$ cat src/rtl/sim_pc_checkpoint_monitor.sv
// Retirement-PC checkpoint monitor.
// NCHAN independent channels each watch for the Nth retirement of a given PC,
// then compare a probed data word against an expected value under a mask.
// The run ends in PASS when every enabled channel has checked OK, in FAIL on
// the first mismatch, or in TIMEOUT when the RUN cycle budget is exhausted.
// Terminal flags are sticky until the next start pulse or reset.
module sim_pc_checkpoint_monitor #(
   parameter int unsigned               NCHAN      = 4,
   parameter int unsigned               PC_W       = 32,
   parameter int unsigned               DATA_W     = 32,
   parameter int unsigned               HIT_W      = 8,
   parameter int unsigned               TMO_W      = 24,
   parameter logic [TMO_W-1:0]          TMO_CYCLES = 24'hFFFFFF
) (
   input  logic                      clk,
   input  logic                      reset,
   input  logic                      start,
   input  logic                      pc_valid,
   input  logic [PC_W-1:0]           pc_w,
   input  logic [NCHAN*DATA_W-1:0]   chk_data,
   input  logic [NCHAN-1:0]          cfg_chan_en,
   input  logic [NCHAN*PC_W-1:0]     cfg_addr,
   input  logic [NCHAN*DATA_W-1:0]   cfg_expect,
   input  logic [NCHAN*DATA_W-1:0]   cfg_mask,
   input  logic [NCHAN*HIT_W-1:0]    cfg_hit_target,
   output logic                      busy,
   output logic                      done,
   output logic                      pass,
   output logic                      fail,
   output logic                      timeout,
   output logic [2:0]                fail_chan,
   output logic [NCHAN-1:0]          chan_done,
   output logic [TMO_W-1:0]          cycle_cnt
);

   typedef enum logic [2:0] {
      S_IDLE,
      S_RUN,
      S_PASS,
      S_FAIL,
      S_TIMEOUT
   } state_t;

   // Last RUN cycle index before the timeout fires; unused when TMO_CYCLES is 0.
   localparam logic [TMO_W-1:0] TMO_LAST = TMO_CYCLES - 1'b1;

   state_t                 state;
   logic [NCHAN-1:0]       en_q;
   logic [HIT_W-1:0]       hit_cnt   [NCHAN];

   logic [HIT_W-1:0]       cnt_nxt   [NCHAN];
   logic [NCHAN-1:0]       done_nxt;
   logic [NCHAN-1:0]       mismatch;
   logic [2:0]             fail_idx;

   // Occurrence count (before increment) at which the check fires; 0 acts as 1.
   function automatic logic [HIT_W-1:0] last_hit(input logic [HIT_W-1:0] target);
      return (target == '0) ? '0 : target - 1'b1;
   endfunction

   // Masked compare: only bits set in the mask must agree.
   function automatic logic data_ok(input logic [DATA_W-1:0] data,
                                    input logic [DATA_W-1:0] expect_val,
                                    input logic [DATA_W-1:0] mask);
      return ((data ^ expect_val) & mask) == '0;
   endfunction

   // Per-channel hit detection, occurrence counting and masked data check.
   always_comb begin
      // NOTE: every signal gets a default before the loop so no path leaves a
      // value unassigned, which would otherwise infer a latch.
      done_nxt = chan_done;
      mismatch = '0;
      fail_idx = '0;
      for (int i = 0; i < NCHAN; i++) begin
         cnt_nxt[i] = hit_cnt[i];
      end
      // Walk from the top index down so the lowest mismatching channel wins.
      for (int i = NCHAN - 1; i >= 0; i--) begin
         if ((state == S_RUN) && pc_valid && en_q[i] && !chan_done[i] &&
             (pc_w == cfg_addr[i*PC_W +: PC_W])) begin
            if (hit_cnt[i] != '1) begin
               cnt_nxt[i] = hit_cnt[i] + 1'b1;
            end
            if (hit_cnt[i] == last_hit(cfg_hit_target[i*HIT_W +: HIT_W])) begin
               if (data_ok(chk_data[i*DATA_W +: DATA_W],
                           cfg_expect[i*DATA_W +: DATA_W],
                           cfg_mask[i*DATA_W +: DATA_W])) begin
                  done_nxt[i] = 1'b1;
               end else begin
                  mismatch[i] = 1'b1;
                  fail_idx    = 3'(i);
               end
            end
         end
      end
   end

   // Monitor FSM: start/restart, RUN bookkeeping and terminal-state selection.
   // NOTE: sequential state uses non-blocking assignments so every register
   // samples the pre-edge values, independent of statement order.
   always_ff @(posedge clk or posedge reset) begin
      if (reset) begin
         state     <= S_IDLE;
         en_q      <= '0;
         chan_done <= '0;
         fail_chan <= '0;
         cycle_cnt <= '0;
         // NOTE: the hit counters are a small register array, not a RAM, so
         // they are reset explicitly; a stale count would corrupt the next run.
         for (int i = 0; i < NCHAN; i++) begin
            hit_cnt[i] <= '0;
         end
      end else if (start) begin
         state     <= S_RUN;
         en_q      <= cfg_chan_en;
         chan_done <= '0;
         fail_chan <= '0;
         cycle_cnt <= '0;
         for (int i = 0; i < NCHAN; i++) begin
            hit_cnt[i] <= '0;
         end
      end else if (state == S_RUN) begin
         hit_cnt   <= cnt_nxt;
         chan_done <= done_nxt;
         if (mismatch != '0) begin
            state     <= S_FAIL;
            fail_chan <= fail_idx;
         end else if ((done_nxt & en_q) == en_q) begin
            state <= S_PASS;
         end else if ((TMO_CYCLES != '0) && (cycle_cnt == TMO_LAST)) begin
            state <= S_TIMEOUT;
         end else if (cycle_cnt != '1) begin
            cycle_cnt <= cycle_cnt + 1'b1;
         end
      end
   end

   assign busy    = (state == S_RUN);
   assign pass    = (state == S_PASS);
   assign timeout = (state == S_TIMEOUT);
   assign fail    = (state == S_FAIL) || (state == S_TIMEOUT);
   assign done    = (state == S_PASS) || (state == S_FAIL) || (state == S_TIMEOUT);

endmodule

$ cat config.mk
export PLATFORM = sky130hd
export DESIGN_NAME = sim_pc_checkpoint_monitor
export DESIGN_NICKNAME = d
export VERILOG_FILES = /design/src/rtl/sim_pc_checkpoint_monitor.sv
export SDC_FILE = /design/constraint.sdc
export NUM_CORES = 1
export LEC_CHECK = 0
export CAP_MARGIN = 20
export CORE_AREA = 10 10 235 237
export CTS_BUF_LIST = sky130_fd_sc_hd__clkbuf_8
export DETAILED_ROUTE_END_ITERATION = 8
export DIE_AREA = 0 0 245 247
export PLACE_DENSITY = 0.51
export SYNTH_ARGS = -nofsm -noshare
export SYNTH_HDL_FRONTEND = slang
export SYNTH_SLANG_ARGS = --single-unit
$ cat constraint.sdc
create_clock -name clk -period 4.5 [get_ports clk]
set_clock_uncertainty 0.2 [all_clocks]
set_input_delay 0.675 -clock clk [delete_from_list [all_inputs] [get_ports clk]]
set_output_delay 0.675 -clock clk [all_outputs]
set_load 0.02 [all_outputs]
==> out/qor.txt <==
outcome = finished clean
Syn Inst Count = 1027
endpoints failing hold = 0
TritonCTS clock tree = done
DR pass1 iterations = 5
largest family of logic cells by synthesized area = XOR/XNOR gates
PD cells = 149 nW/um^2
Fmax = 0.244 GHz
die area = 60500 sq um
RSZ-0062 raised after global routing = false
routed wire length = 56.3 mm
Post-Synthesis Cell Area = 8510 sq um
max-slew violations = 0
Die Ht = 247 um
Arr. time, crit path = 4160 ps
Area Growth Syn to Fin = 88.1%
Top-Level Pins = 620
Worst Tran Pin Value = 837 ps
number of synthesized flops with an enable pin = 0
Final Non-Filler Cells = 2364
grt total ovfl = 0
asr flop ratio synth = 100%
largest net degree at the start of global routing = 52
flops & latches, synth = 69
Starting DRT DRC Count = 706
CTS clock-pin slew for the worst setup and hold paths = 100 ps
via count = 10762
Hold Crit Start = en_q[0]
Final Setup Violations = 0
xor-xnor portion of the synthesized cell area = 31.1%
DP Wirelength = 50.5 mm
reported leakage power = 6.13 nW
peak supply drop = 98.3 uV
HP Class = reg2reg
Compound-Gate Fraction of Synth Area = 16.8%
Seq/Total Area, Yosys = 20.3%
Max Cap Viol = 0
H-tree depth = 3
Setup WS post-layout = 405 ps
overall routing resource usage = 17.7%
ratio of final minimum period to clock period = 91.0%
adder-cell share of the synthesized area = 1.47%
GPL Wtd Cong = 0.931
CTS resizes = 0
CTS Hold Buffers Added = 0
pre-CTS setup slack = -80.0 ps
WL/cell = 23.8 um
Via density = 4.55
Initial Util = 16.8%
Residual DRC = 0
clock latency on the worst-skew pair = 370 ps
share of cells above drive strength 1 = 5.07%
vias in the first global route = 11237
Layout Nets = 2266
Netlist cell types = 76
Crit Reg-Reg Startpoint = state[2]
Inst Count DP = 2341
min Tclk post-route = 4090 ps
Setup crit start = cfg_hit_target[0]
Syn Nets = 1621
clk buf depth = 2
global-route wire length before repair = 79.3 mm
cts bufs inserted = 9
ys flop type = dfrtp_1
Critical Path Sink Type = flop
CP startpoint kind = input pin
multiplexer share of the synthesized area = 1.65%
synth warn = 0
WS Path Type = in2reg
IO Port Bufs = 618
Root Buffer = clkbuf_8
simple-gate share of the synthesized area = 25.6%
initial antenna violation count = 15
FP Rows = 83
Die X-Extent = 245 um
Mean Syn Cell Area = 8.29 sq um
Setup Fix Bufs, Post-CTS = 0
# clock sinks = 69
DRT antenna net count = 0
Core Area = 50700 sq um
Worst Path Required = 4570 ps
Rel. slew slack = 43.7%
CP Max Fanout = 31
[where the power goes]
group | switching [W] | total (W) | internal (W)
combinational | 0.000464 | 0.00114 | 0.000675
sequential | 0.0000110 | 0.000639 | 0.000628
clock | 0.000290 | 0.000612 | 0.000322
[cells by family after synthesis]
group / Yosys count
other: 1
AO/OA/AOI/OAI: 202
AND/OR/NAND/NOR: 375
multiplexers: 13
buffers and inverters: 56
XOR/XNOR: 301
adder cells (fa/ha/maj): 10
flip-flops: 69
[layer usage]
layer	global-route usage (%)	part of all wire (%)
met5	0	0.16
met4	2.70	1.1
met3	5.31	8.8
met2	29.1	46
met1	22.9	44
[sequential cells by signal (all words and copies together), names as in the netlist]
signal and flops:
fail_chan 2, hit_cnt 32, cycle_cnt 24, chan_done 4
state 3, en_q 4
[synth_stat cells (all sizes together) (18+ instances only)]
library cell / n / share of area, %
a21oi: 36 / 2.1
a22oi: 65 / 5.7
and3: 27 / 2.0
dfrtp: 69 / 20
inv: 26 / 1.1
nand2: 31 / 1.4
nand3: 29 / 1.7
nand4: 42 / 3.1
nor2: 59 / 2.6
nor2b: 18 / 1.3
nor3: 29 / 1.7
nor4: 46 / 3.5
o21ai: 22 / 1.3
o31ai: 19 / 1.7
or4: 24 / 2.1
xnor2: 51 / 5.2
xor2: 249 / 26
[area by class of cell]
cell class                 count  area [sq um]
antenna                        7          17.5
clock buffer                   9           124
clock inverter                 7           106
fill                        5406         34700
inverter                      26          98.8
multi-input combinational    902          6530
sequential                    69          1730
tap                          680           851
timing repair buffer         664          6560
[per-stage QoR]
step                hold slack (ps)  setup TNS, ps  cell area, sq um  util (%)  power, W
finish                          316              0             16000      31.6   0.00239
global route                    345              0             16000      31.6   0.00252
CTS                             321              0             16000      31.6   0.00242
detailed placement              301           -540             15800      31.1   0.00179
global placement                295              0             15700      31.1   0.00178
floorplan                       282              0              8510         -   0.00102
[placed cells by master (no fill, tap or decap), drive strengths merged, types with 19 or more instances in the layout]
master	synthesis	final
nand2	31	31
xor2	249	249
a21oi	36	36
buf	15	47
a22oi	65	65
or4	24	24
nand4	42	42
xnor2	51	51
clkdlybuf4s50	0	617
inv	26	28
nor2	59	59
dfrtp	69	69
nor3	29	29
o31ai	19	19
o21ai	22	22
nand3	29	29
nor4	46	46
and3	27	27
[critical path, cell delays in order]
cell             delay, ps
clkdlybuf4s50_1        490
inv_1                   90
ha_1                   270
nor3b_2                410
a211oi_1               150
a21o_1                 190
a2111oi_0              430
nand4_1                360
o31a_1                 380
nand2_1                240
buf_12                 220
o311ai_0               140
o41ai_1                100
[final timing paths]
| kind | end | slack, ps | cells past startpoint |
|---|---|---|---|
| worst max register to register | cycle_cnt[3] | 920 | 12 |
| max in group asynchronous | hit_cnt[25] | 3240 | 3 |
| worst max-delay path | cycle_cnt[7] | 410 | 13 |
| worst min register to register | en_q[0] | 320 | 1 |
| min in group asynchronous | hit_cnt[1] | 360 | 2 |
| worst min-delay path | en_q[0] | 320 | 1 |
No activity file was read; power rests on OpenSTA's default activity.
